**src/rtl/mux2to1_rr_arbiter_pkg.sv**
```systemverilog
// Shared definitions for the two-requester round-robin mux arbiter.
// State encodings are fixed so that waveforms and debug probes read the same everywhere.
package mux2to1_rr_arbiter_pkg;

  typedef enum logic [1:0] {
    ST_IDLE = 2'd0,
    ST_GNT0 = 2'd1,
    ST_GNT1 = 2'd2
  } arbState_e;

  // The grant state that belongs to a requester index.
  function automatic arbState_e grantStateOf(input logic idx);
    return idx ? ST_GNT1 : ST_GNT0;
  endfunction

endpackage

```
**src/rtl/mux2to1_with_logic_gates.sv**
```systemverilog
// One-bit 2:1 multiplexer built from explicit AND/OR/NOT terms.
// sel=0 passes x0, sel=1 passes x1.
module mux2to1_with_logic_gates (
  input  logic x0,
  input  logic x1,
  input  logic sel,
  output logic y
);

  logic selN;
  logic term0;
  logic term1;

  assign selN  = ~sel;
  assign term0 = x0 & selN;
  assign term1 = x1 & sel;
  assign y     = term0 | term1;

endmodule

```
**src/rtl/mux2to1_rr_arbiter.sv**
```systemverilog
// Round-robin arbiter owning the select of a shared 2:1 mux datapath, with a
// bounded burst length per grant whenever the other requester is waiting.
module mux2to1_rr_arbiter
  import mux2to1_rr_arbiter_pkg::*;
#(
  parameter int WIDTH     = 8,
  parameter int MAX_BURST = 4
) (
  input  logic             clk,
  input  logic             rst,
  input  logic             req0,
  input  logic [WIDTH-1:0] x0,
  output logic             gnt0,
  input  logic             req1,
  input  logic [WIDTH-1:0] x1,
  output logic             gnt1,
  output logic             sel,
  output logic [WIDTH-1:0] y,
  output logic             y_valid,
  input  logic             y_ready
);

  localparam int CNT_W = $clog2(MAX_BURST + 1);
  localparam logic [CNT_W-1:0] LAST_BEAT = CNT_W'(MAX_BURST - 1);

  arbState_e        state_q, state_d;
  logic [CNT_W-1:0] cnt_q, cnt_d;
  logic             last_q, last_d;
  logic             sel_q, sel_d;

  // Owner-relative view so both grant states share one set of transition rules.
  logic ownerIdx;
  logic reqOwn;
  logic reqOther;

  assign ownerIdx = (state_q == ST_GNT1);
  assign reqOwn   = ownerIdx ? req1 : req0;
  assign reqOther = ownerIdx ? req0 : req1;

  always_ff @(posedge clk) begin
    if (rst) begin
      state_q <= ST_IDLE;
      cnt_q   <= '0;
      last_q  <= 1'b1;
      sel_q   <= 1'b0;
    end else begin
      state_q <= state_d;
      cnt_q   <= cnt_d;
      last_q  <= last_d;
      sel_q   <= sel_d;
    end
  end

  always_comb begin
    state_d = state_q;
    cnt_d   = cnt_q;
    last_d  = last_q;
    unique case (state_q)
      ST_IDLE: begin
        cnt_d = '0;
        if (req0 && req1) begin
          state_d = grantStateOf(~last_q);
        end else if (req0) begin
          state_d = ST_GNT0;
        end else if (req1) begin
          state_d = ST_GNT1;
        end
      end
      ST_GNT0, ST_GNT1: begin
        if (!reqOwn) begin
          // An abandoned request releases the grant without needing a served beat.
          cnt_d   = '0;
          last_d  = ownerIdx;
          state_d = reqOther ? grantStateOf(~ownerIdx) : ST_IDLE;
        end else if (y_ready) begin
          if (cnt_q == LAST_BEAT) begin
            cnt_d = '0;
            if (reqOther) begin
              last_d  = ownerIdx;
              state_d = grantStateOf(~ownerIdx);
            end
          end else begin
            cnt_d = cnt_q + CNT_W'(1);
          end
        end
      end
      default: begin
        state_d = ST_IDLE;
        cnt_d   = '0;
      end
    endcase

    // Select follows the upcoming owner and holds its last value through IDLE.
    unique case (state_d)
      ST_GNT0: sel_d = 1'b0;
      ST_GNT1: sel_d = 1'b1;
      default: sel_d = sel_q;
    endcase
  end

  always_comb begin
    gnt0    = (state_q == ST_GNT0);
    gnt1    = (state_q == ST_GNT1);
    sel     = sel_q;
    y_valid = (gnt0 & req0) | (gnt1 & req1);
  end

  for (genvar b = 0; b < WIDTH; b++) begin : gMux
    mux2to1_with_logic_gates uMux (
      .x0  (x0[b]),
      .x1  (x1[b]),
      .sel (sel_q),
      .y   (y[b])
    );
  end

endmodule

```
**config.mk**
```make
export PLATFORM = sky130hd
export DESIGN_NAME = mux2to1_rr_arbiter
export DESIGN_NICKNAME = d
export VERILOG_FILES = /design/src/rtl/mux2to1_rr_arbiter_pkg.sv /design/src/rtl/mux2to1_with_logic_gates.sv /design/src/rtl/mux2to1_rr_arbiter.sv
export SDC_FILE = /design/constraint.sdc
export NUM_CORES = 1
export LEC_CHECK = 0
export ABC_AREA = 0
export CORE_AREA = 2 2 39 41
export CTS_BUF_LIST = sky130_fd_sc_hd__clkbuf_8
export CTS_CLUSTER_DIAMETER = 150
export DETAILED_ROUTE_END_ITERATION = 7
export DIE_AREA = 0 0 41 43
export DONT_BUFFER_PORTS = 1
export PLACE_DENSITY = 0.66
export SETUP_SLACK_MARGIN = 0.4
export SYNTH_ARGS = -nofsm -noshare
export SYNTH_HDL_FRONTEND = slang
export SYNTH_SLANG_ARGS = --single-unit
```
**constraint.sdc**
```tcl
create_clock -name clk -period 4.65 [get_ports clk]
set_clock_uncertainty 0.1 [all_clocks]
set_input_delay 0.465 -clock clk [delete_from_list [all_inputs] [get_ports clk]]
set_output_delay 0.465 -clock clk [all_outputs]
set_load 0.01 [all_outputs]
```
======== Yosys cells after proc, flatten, opt, wreduce, memory -nomap -nowiden ========
Index checks and enable logic that the tools add are counted.
storage, ports and cells
  logic and storage cells ................. 68
  output and inout port bits .............. 12
  input bits .............................. 21
  register bits after elaboration ......... 7
operators by class
  bitwise logic cells ..................... 30
  equality and inequality tests ........... 8
  add/subtract/negate cells ............... 1
  reduce and logical (&&, ||, !) cells .... 6
  mux-type cells .......................... 19
operators with widths
  kind                                                                     number
  2-bit 2-to-1 mux                                                         10
  1-bit AND                                                                18
  1-bit OR                                                                 9
  1-bit 2-to-1 mux                                                         6
  2-bit by 1-bit equality test with 1-bit output, second input constant    2
  2-bit equality test, second input constant                               2
  2-bit by 1-bit inequality test with 1-bit output, second input constant  2
  2-bit case mux with 2 select lines                                       1
  4-bit AND reduction                                                      1
  3-bit by 1-bit adder with 3-bit output, second input constant            1
  3-bit by 2-bit equality test with 1-bit output, second input constant    1
  3-bit 2-to-1 mux                                                         1
  1-bit NOT                                                                3
  3-bit OR reduction                                                       1
  2-bit zero test                                                          1
  2-bit inequality test, second input constant                             1
  1-bit case mux with 2 select lines                                       1
  2-bit nonzero test                                                       1
  2-bit OR reduction                                                       1
  1-bit logical AND                                                        1

======== Depth between registers and ports, before layout ========
Gate-level depths: netlist of the first run.
  word-level depth ........................ 9
  gate-level depth with buffers ........... 9
  depth with buffers taken out ............ 9

======== By module ========
From an unflattened synthesis of the first run, not the netlist that was laid out.
second synthesis, totals
  cell total of the unflattened synthesis .. 71
  area total of the unflattened synthesis .. 674.4 um^2
modules (own cells, without submodules)
  module                    sequential area each (um^2)  times used  area each (um^2)  cells each
  mux2to1_rr_arbiter        140.1                        1           554.3             63
  mux2to1_with_logic_gates  0.0                          8           15.0              1

======== Worst setup path after synthesis of the first run ========
No wires, ideal clock.
  kind .................................... flip-flop to flip-flop
  start ................................... reg state_q[0]
  end ..................................... reg sel_q, in the netlist sel
  buffers on the path ..................... 0
  stages on the path, launching flop included .. 10
  arrival time ............................ 1.894 ns
  setup slack ............................. 2.532 ns
  clock period less this slack ............ 2.118 ns
  data required time ...................... 4.426 ns
  setup time .............................. 0.124 ns
  path through ............................ dfxtp_1 inv_1 ha_1 mux2i_1 a2111o_1 o311ai_1 and2_1 ha_1 mux2i_1 nor2_1
on the way
  cells in the longest elaborated chain, start to end .. 9
  elaborated cells on any way between the ends .. 20
  classes of those cells .................. 4 x eq/ne; 13 x mux; 3 x reduce/logical
ends and longest elaborated chain
  element                                                                                line                                                    RTL
  from (decl)                                                                            mux2to1_rr_arbiter.sv:26                                arbState_e state_q, state_d;
  from (signal assigned)                                                                 mux2to1_rr_arbiter.sv:47                                state_q <= state_d;
  2-bit equality test *                                                                  -
  named net gnt1                                                                         mux2to1_rr_arbiter.sv:16                                output logic gnt1,
  2-bit 2-to-1 mux or 1-bit 2-to-1 mux (tied branches)                                   mux2to1_rr_arbiter_pkg.sv:13, mux2to1_rr_arbiter.sv:38
  2-bit 2-to-1 mux                                                                       mux2to1_rr_arbiter.sv:78                                if (reqOther) begin
  2-bit 2-to-1 mux                                                                       mux2to1_rr_arbiter.sv:76                                if (cnt_q == LAST_BEAT) begin
  2-bit 2-to-1 mux                                                                       mux2to1_rr_arbiter.sv:75                                end else if (y_ready) begin
  2-bit 2-to-1 mux                                                                       mux2to1_rr_arbiter.sv:70                                if (!reqOwn) begin
  2-bit case mux with 2 select lines *                                                   mux2to1_rr_arbiter.sv:58                                unique case (state_q)
  named net state_d[1]                                                                   mux2to1_rr_arbiter.sv:26
  2-bit equality test or 2-bit by 1-bit equality test with 1-bit output (tied branches)  mux2to1_rr_arbiter.sv:94                                unique case (state_d)
  1-bit case mux with 2 select lines or 2-bit nonzero test (tied branches)               -
  to (signal assigned)                                                                   mux2to1_rr_arbiter.sv:50                                sel_q <= sel_d;
  to (decl)                                                                              mux2to1_rr_arbiter.sv:29                                logic sel_q, sel_d;
Mark *: on every way through the listed nets, which the timed path passes. The rest lies on a longest branch.
A chain may end at the register's enable or synchronous reset.

======== Final worst setup path of the first run ========
  start ................................... reg state_q[0]
  end ..................................... reg sel_q, in the netlist sel
on the way
  cells in the longest elaborated chain, start to end .. 9
  elaborated cells on any way between the ends .. 20
  classes of those cells .................. 4 x eq/ne; 13 x mux; 3 x reduce/logical
ends and longest elaborated chain
  element                                                                                line
  2-bit equality test *                                                                  -
  named net gnt1                                                                         mux2to1_rr_arbiter.sv:16
  2-bit 2-to-1 mux or 1-bit 2-to-1 mux (tied branches)                                   mux2to1_rr_arbiter_pkg.sv:13, mux2to1_rr_arbiter.sv:38
  2-bit 2-to-1 mux                                                                       mux2to1_rr_arbiter.sv:78
  2-bit 2-to-1 mux                                                                       mux2to1_rr_arbiter.sv:76
  2-bit 2-to-1 mux                                                                       mux2to1_rr_arbiter.sv:75
  2-bit 2-to-1 mux                                                                       mux2to1_rr_arbiter.sv:70
  2-bit case mux with 2 select lines *                                                   mux2to1_rr_arbiter.sv:58
  2-bit equality test or 2-bit by 1-bit equality test with 1-bit output (tied branches)  mux2to1_rr_arbiter.sv:94
  1-bit case mux with 2 select lines or 2-bit nonzero test (tied branches)               -
Marked as above.

==> flow_summary.toml, run 1 <==
[final_layout]
final_util_pct = 48.55
drive_gt1_share_pct = 20.29
final_common_cell = "mux2_2"
mostFrequentLayoutCells = "mux2_2, mux2i_1, nor2_1, ha_1, dfxtp_1"
area_growth_pct = -1.468
diodes = 0
nets = 98
n_fill_cell = 125

[yosys]
yosysWarnings = 0
synth_seq_cells = 7
yosysSeqAreaShare_pct = 20.55
syn_nets = 104
synth_area_um2 = 681.9
syn_area_per_cell_um2 = 8.972
synth.distinct_cells = 27
netlist_instances = 76

[sta]
clock.fmax_mhz = 433.3
finalHoldViolCount = 0
tightest_slew_ps = 425.4
finalWorstSetupSlack_ps = 2342
final-max-slew-violation-count = 0
layout_min_cycle_time_ps = 2308
tns_ps = 0
period_share_pct = 49.64
rsz0062_at_grt = "no"
setup_viol = 0
maxSlewHeadroom_pct = 71.60

[clocking]
cts_tree = "yes"
clk_pin_slew_worst_paths_ps = 40
cts_made_buffers = 3
cts.sinks = 7
clock-root-buffer = "clkbuf_8"
htreeDepth = 1
cts_buffer_depth = 2
cts_resized = 0
cts_hold_buffers = 0
cts_setup_buffers = 0
clk_latency_ps = 230

[pwr]
power_density_nw_per_um2 = 536.3
power_switching_mw = 0.1413
intPower_mw = 0.2190
power_frac_clock_pct = 23.8
vdd_drop_max_uv = 278.5
netSwitchingFraction_pct = 39.21
leakagePower_nw = 0.2741
power.total_mw = 0.3603
pwr-share-seq_pct = 27.0
combPwrFrac_pct = 49.2

[placement]
dpl.hpwl_um = 944.2
gp_congestion = 0.7675
io_buffers = 0
place_ws_ps = 2377

[worst_hold_path]
hold_class = "input pin to register"
worstHoldStart = "rst"
hold_end = "sel"
whs_path_depth = 1

[global_route]
grt_remaining_overflow = 0
grt_pass1_vias = 454
grt_pass1_wl_um = 1828
antenna_found_initial = 0
grt_max_degree = 11
grt_usage_pct = 15.69

[floorplan]
ios = 33
core_um2 = 1384
floorplan.initialDensity_pct = 49.28
row_count = 14
die-area_um2 = 1763
die_h_um = 43
die_w_um = 41

[route]
first_pass_iters = 4
drcViolationCount = 0
avgRoutedWirePerCell_um = 14.06
via_per_inst = 5.953
finalWirelength_um = 1195
vias = 506
postRouteAntennaNets = 0
drt_iter0_markers = 12

[setup_path]
worstPathArrival_ps = 2330
crit_path_start_kind = "register"
worst_setup_path_end_kind = "register"
r2r_end = "sel"
r2r_slack_ps = 2340
r2r-start = "state_q[0]"
required_ps = 4670
rr_worst_depth = 9
worst-setup-path-type = "register to register"
worstPathMaxFanout = 5

[outcome]
status = "finished clean"

[flow_run]
maxCapViolations = 0
-- logic make-up (layout without fill, tap and decap cells) --
kind of cell	count (synthesis)	in the layout	share of synthesized area, %
muxes	15	15	23.49
buffers and inverters	16	9	13.76
adders and majority gates	7	7	12.84
and+or+nand+nor	19	19	15.78
DFF	7	7	20.55
AOI/OAI and AO/OA	12	12	13.58
-- layout make-up --
cell class              instances  area [um2]  share of cell area [%]
inverters                       5       18.77                   2.793
multi-input cells              53       447.9                   66.67
clock buffers                   3       41.29                   6.145
flip-flops and latches          7       140.1                   20.86
clock inverters                 1       3.754                  0.5587
well taps                      16       20.02                   2.980
-- worst max-delay path by stage --
stage | slack (ps) | cells past startpoint | startpoint | endpoint
floorplan | 2530 | 9 | state_q[0] | sel
global placement | 2420 | 9 | state_q[0] | sel
detailed placement | 2380 | 9 | state_q[0] | sel
CTS | 2360 | 9 | state_q[0] | sel
global route | 2190 | 9 | state_q[0] | sel
finish | 2340 | 9 | state_q[0] | sel
-- routing by layer --
metal / GRT usage (%) / up-vias / wire (um)
li1: - / 246 / -
met4: 6.000 / 0 / 25
met5: 0 / - / 0
met3: 8.901 / 4 / 142
met1: 19.09 / 228 / 485
met2: 22.19 / 28 / 542
-- flip-flops by register name (all words and copies together), names as in the netlist --
name and cells:
cnt_q 3, last_q 1, sel 1, state_q 2
-- Yosys cell counts --
| cell type | instances | area, um2 |
|---|---|---|
| a21boi_0 | 1 | 7.510 |
| nand2_1 | 1 | 3.750 |
| nor4_1 | 1 | 6.260 |
| clkbuf_1 | 2 | 7.510 |
| buf_4 | 9 | 67.56 |
| a2111o_1 | 1 | 11.26 |
| nor2_1 | 7 | 26.28 |
| a22o_2 | 1 | 10.01 |
| a22oi_1 | 1 | 7.510 |
| o21ai_0 | 3 | 15.01 |
| mux2i_1 | 7 | 70.07 |
| a32oi_1 | 1 | 8.760 |
| nand3b_1 | 1 | 7.510 |
| a2111oi_0 | 1 | 8.760 |
| and2b_2 | 1 | 8.760 |
| mux2_2 | 8 | 90.09 |
| inv_1 | 5 | 18.77 |
| and2_1 | 2 | 12.51 |
| a32o_1 | 1 | 10.01 |
| ha_1 | 7 | 87.58 |
| nor2b_1 | 1 | 6.260 |
| a21oi_1 | 1 | 5.000 |
| nor3_1 | 3 | 15.01 |
| dfxtp_1 | 7 | 140.1 |
| o311ai_1 | 1 | 8.760 |
| nand2b_4 | 1 | 13.76 |
| or2b_1 | 1 | 7.510 |
-- power groups by stage --
stage / Combinational (mW) / Clock (mW) / Sequential [mW]
after detailed placement: 0.178 / 0 / 0.0982
after CTS: 0.179 / 0.0865 / 0.0974
after floorplan: 0.185 / 0 / 0.0876
final: 0.177 / 0.0858 / 0.0972
after global placement: 0.176 / 0 / 0.0973
after global routing: 0.197 / 0.0907 / 0.100
-- worst max-delay path: stages (launching register included) --
cell	delay, ps
dfxtp_1	390
inv_1	100
ha_1	300
mux2i_1	160
nor2_1	220
mux2i_1	290
a32oi_1	100
ha_1	310
mux2i_1	180
nor2_1	50
-- metrics by stage --
stage	instances	area, um2	hold slack (ps)
global route	85	671.9	194.7
finish	85	671.9	205.4
CTS	85	671.9	202.4
global placement	81	626.9	344.6
detailed placement	81	626.9	350.4
floorplan	76	681.9	331.4
(Power assumes the default switching activity.)
==> run 2, diff against run 1 <==
clock period = 2.2 ns   (was 4.65 ns; I/O delays follow)
==> run 2 against run 1 <==
Against the previous run:
- the run now ends with hold timing left
- critical path depth unchanged
- critical path type unchanged
- clock power up 110%
- maximum frequency up 12%
- sequential share of layout area is 3.0 points lower
- cell area is 27% higher
- largest power group unchanged
- clock-buffer cell count stayed put
- largest cell class unchanged
- via count rose by 4.3%
- highest routed layer unchanged
- worst hold slack lost 250 ps
==> flow_summary.toml, run 2 (synthesis results as in run 1) <==
[clocking]
clock-root-buffer = "clkbuf_8"
clk_pin_slew_worst_paths_ps = 40
cts_made_buffers = 3
cts.sinks = 7
cts_tree = "yes"
htreeDepth = 1
cts_buffer_depth = 2
clk_latency_ps = 230

[final_layout]
nets = 102
final_util_pct = 61.75
diodes = 0
final_common_cell = "mux2_2"
layout.cells.non_filler = 89
fin_area_um2 = 854.6
n_fill_cell = 107
largest_reg_flops = 3
top_regs = "cnt_q: 3 flops, state_q: 2 flops"
mostFrequentLayoutCells = "mux2_2, nor2_1, ha_4, mux2i_1, buf_4"
area_growth_pct = 25.32
drive_gt1_share_pct = 53.42
largest-register = "cnt_q"

[placement]
dp_cells = 81
io_buffers = 0
dpl.hpwl_um = 1004
placed_area_um2 = 676.9
place_ws_ps = 108.0
gp_congestion = 0.7419

[global_route]
grt_usage_pct = 15.96
grt_remaining_overflow = 0
antenna_found_initial = 0
grt_max_degree = 11
grt_pass1_vias = 505
grt_pass1_wl_um = 1952

[sta]
layout_min_cycle_time_ps = 2059
tightest_slew_ps = 428.8
finalHoldViolCount = 4
clock.fmax_mhz = 485.6
holdWs_ps = -41.09
final-max-slew-violation-count = 0
tns_ps = 0
period_share_pct = 93.61
rsz0062_at_grt = "yes"
finalWorstSetupSlack_ps = 140.7
setup_viol = 0
maxSlewHeadroom_pct = 71.38

[pwr]
power_density_nw_per_um2 = 1187
power_switching_mw = 0.4003
pwr-share-seq_pct = 22.4
vdd_drop_max_uv = 566.4
netSwitchingFraction_pct = 39.48
power.total_mw = 1.014
intPower_mw = 0.6137
power_frac_clock_pct = 17.8
combPwrFrac_pct = 59.8
leakagePower_nw = 0.3063

[route]
drt_iter0_markers = 5
first_pass_iters = 4
via_per_inst = 5.933
drcViolationCount = 0
postRouteAntennaNets = 0
avgRoutedWirePerCell_um = 17.07
finalWirelength_um = 1519
vias = 528

[setup_path]
worstPathMaxFanout = 4
cpMostUsedCell = "ha_4"
crit_path_start_kind = "register"
slowest_stage = "dfxtp_4"
required_ps = 2220
worstPathArrival_ps = 2080
cpLargestDelayFamily = "multiplexers"
worst-setup-path-type = "register to register"
cp_num_buf_inv = 1
worst_setup_path_end_kind = "register"
max_stage_delay_ps = 360
crit_chain = "inv_6, ha_4, mux2i_4, nor2_4, mux2i_2, a32oi_2, ha_4, mux2i_1, nor2_1"

[floorplan]
die_h_um = 43
die_w_um = 41
core_um2 = 1384
die-area_um2 = 1763
ios = 33
row_count = 14
floorplan.initialDensity_pct = 49.28

[outcome]
status = "finished with violations"
violations = "hold timing"

[flow_run]
maxCapViolations = 0

[worst_hold_path]
hold_class = "input pin to register"
run 2: cell types whose count changed in the layout (fill, tap and decap cells not counted), moves of 2 or more:
cell     before  now
ha_1          7    2
ha_4          0    5
buf_4         0    4
dfxtp_1       7    3
inv_1         6    2
dfxtp_4       0    3
mux2i_1       7    4
mux2i_4       0    2
run 2: area by class of cell:
type | count | area [um2] | area share [%]
tap | 16 | 20.02 | 2.343
inverter | 5 | 26.28 | 3.075
clock buffer | 3 | 41.29 | 4.832
multi-input combinational | 53 | 579.3 | 67.79
clock inverter | 1 | 5.005 | 0.5857
sequential | 7 | 152.6 | 17.86
timing repair buffer | 4 | 30.03 | 3.514
run 2: power groups by stage:
stage | Clock [mW] | Sequential [mW] | Combinational, mW
2_1_floorplan | 0 | 0.206 | 0.440
3_3_place_gp | 0 | 0.229 | 0.430
3_5_place_dp | 0 | 0.230 | 0.434
4_1_cts | 0.186 | 0.226 | 0.496
5_1_grt | 0.191 | 0.234 | 0.664
6_report | 0.181 | 0.227 | 0.607
run 2: what timing repair did:
| item | CTS | global route |
|---|---|---|
| gates resized for setup | 5 | 14 |
| endpoints found under the hold margin | 4 | 4 |
| setup buffers | 3 | 1 |
| endpoints found under the setup margin | 1 | 1 |
| pin swaps | 5 | 5 |
| cloned | 0 | 0 |
run 2: worst paths after layout:
kind,end,cells past startpoint,startpoint,slack (ps)
worst min-delay path,cnt_q[0],1,rst,-40
worst min register to register,cnt_q[2],2,cnt_q[2],390
worst max register to register,sel,9,state_q[0],140
worst max-delay path,sel,9,state_q[0],140
run 2: layer usage:
layer	share of wire [%]	vias up	track usage, %
met5	0	-	0
met4	0.92	0	2.000
met3	8.2	2	6.806
met2	50	29	27.81
met1	41	240	17.36
li1	-	257	-
==> RTL change, RTL diff (flow settings as in run 1) <==
`MAX_BURST`: 4 -> 8.
--- a/src/rtl/mux2to1_rr_arbiter.sv
+++ b/src/rtl/mux2to1_rr_arbiter.sv
@@ -5,5 +5,5 @@
 #(
   parameter int WIDTH     = 8,
-  parameter int MAX_BURST = 4
+  parameter int MAX_BURST = 8
 ) (
   input  logic             clk,
Function: changed (Yosys sat finds a counterexample within 10 cycles, from zero or initial values and one cycle with rst high).
==> RTL change against run 1 <==
  * First-iteration DRC count is 83% higher
  * Sequential power is 0.7% higher
  * Total power is 15% lower
  * Core utilization is 3.0 points higher
  * Area after synthesis is 6.8% higher
  * Count of clock-buffer cells in the layout stayed put
  * Sequential cell count is 1 higher
  * Setup slack worse by 0.016 ns
  * Final area is 6.1% higher
  * Clock power is 3.1% lower
  * Combinational power is 29% lower
  * Via count is 12% higher
  * Wire length is 10% higher
==> RTL change: results (changes against run 1) <==
Layout
  • Fill cell count: 129 (+3.2%)
  • Share of layout cells above drive strength 1: 16.46% (-3.8 points)
  • Final net count: 108 (+10%)
  • N_diodes: 0 (unchanged)
  • Biggest registers after layout: cnt_q x4, state_q x2

Pwr
  • Leak: 0.3008 nW (+9.7%)
  • Maximum VDD drop: 0.0001915 V (-31%)

STA
  • Pins Over Slew Limit: 0 (unchanged)
  • Hold_ws: 0.2083 ns (+0.002931 ns)
  • Rel. slew slack: 70.62% (-0.98 points)

Clock network
  • CTS Root Cell: clkbuf_8
  • CTS resizes: 0 (unchanged)
  • Total CTS buffers: 3 (unchanged)
  • Postcts setup bufs: 0 (unchanged)
  • Worst skew pair latency: 0.23 ns (about the same)
  • Clk buf depth: 2 (unchanged)
  • CTS clk-pin slew, worst paths: 0.04 ns (about the same)
  • CTS H-tree depth: 1 (unchanged)
  • CTS Hold Bufs: 0 (unchanged)

Logic synthesis
  • Area contributors post-synth: dfxtp_1 22%, mux2_2 14%, ha_1 10%, buf_4 9.3%, nand2_1 6.7%
  • Main flop type after synthesis: dfxtp_1
  • Count of different cell masters after synthesis: 25 (-7.4%)
  • EDFF count, synth: 0 (unchanged)
  • Register area share after synthesis: 21.99% (+1.4 points)
  • Adder-cell share of the synthesized area: 10.31% (-2.5 points)
  • Multiplexer share of the synthesized area: 19.42% (-4.1 points)
  • Cells after synthesis: 87 (+14%)
  • Commonest cells post-synth: 13 x nand2_1, 9 x buf_4, 9 x mux2_2
  • Synth Area in XOR/XNOR: 1.203% (+1.2 points)
  • Synth Warn #: 0 (unchanged)
  • Fraction of registers with async set or reset after synthesis: 0% (unchanged)
  • Synth Area in Compound Gates: 13.57% (about the same)

Critical path
  • Setup Crit Path Kind: flop to flop
  • CP Data Arrival Time: 2.34 ns
  • CP Max Fanout: 7 (+2)
  • Worst R2R Start: state_q[0]

Global route
  • Vias in the first global route: 498 (+9.7%)
  • All-Layer GR Usage: 17.29% (+1.6 points)
  • Initial antenna violation count: 0 (unchanged)
  • Largest net degree at the start of global routing: 11 (unchanged)
  • Global-route wire length before repair: 2.049 mm (+12%)

Place
  • Placed Instance Area: 671.9 um2 (+7.2%)
  • RePlAce Congestion: 0.8052 (+4.9%)
  • Post-DP HPWL: 1.005 mm (+6.4%)
  • Pre-CTS WS: 2.366 ns (-0.01027 ns)
  • Port Buf Inserts: 0 (unchanged)
  • Dpl cells: 92 (+14%)

Outcome
  • Status: finished clean

Detailed routing
  • Wire per inst: 13.84 um (-1.5%)
  • 1st-iter DRT viols: 22 (+10)
  • Via count: 569 (+12%)
  • Post-route DRC: 0 (unchanged)
  • DRT Pass-1 Iters: 4 (unchanged)
  • Vias per cell: 5.989 (+0.61%)

Min path
  • HP Class: input pin to flop
  • Min-delay src: rst
[RTL change: changes by cell type after synthesis, sizes merged, moves of 2 or more]
cell and delta:
a222oi +2, and2 -2, o22ai +2, o21ai +2
mux2i -3, o21bai +2, nand2 +12
[RTL change: routing by layer]
metal | wire (um) | track usage, % | vias to the layer above
li1 | - | - | 283
met5 | 0 | 0 | -
met1 | 579 | 21.61 | 263
met3 | 60 | 3.141 | 5
met2 | 633 | 25.31 | 18
met4 | 41 | 12.00 | 0
[RTL change: layout make-up]
cell class                 instances  area [um2]  area share [%]
clock buffer                       3       41.29           5.789
tap                               16       20.02           2.807
sequential                         8       160.2           22.46
multi-input combinational         64       476.7           66.84
inverter                           4       15.01           2.105
[RTL change: worst paths after layout]
check	slack (ns)	cells past startpoint	endpoint
setup / recovery	2.33	9	sel
hold / removal	0.21	1	sel
setup reg to reg	2.33	9	sel
hold reg to reg	0.39	2	cnt_q[3]
[RTL change: cell families (layout without fill, tap and decap cells)]
group,Yosys count,after routing
and+or+nand+nor,29,29
AOI/OAI and AO/OA,15,15
buffers and inverters,15,7
muxes,13,13
DFF,8,8
adders and majority gates,6,6
xor gates and xnor gates,1,1
[RTL change: power by group]
group	internal, mW	switching [mW]
clock	0.0560	0.0270
sequential	0.0790	0.0189
combinational	0.0590	0.0655
total	0.194	0.111
[RTL change: critical path, stage by stage, from the launching register on]
cell and delay [ns]:
dfxtp_1 0.43, inv_1 0.11, ha_1 0.39, nand2_1 0.12
o21ai_0 0.08, a222oi_1 0.39, nor2_1 0.08, ha_1 0.29
mux2i_1 0.17, nor2_1 0.05
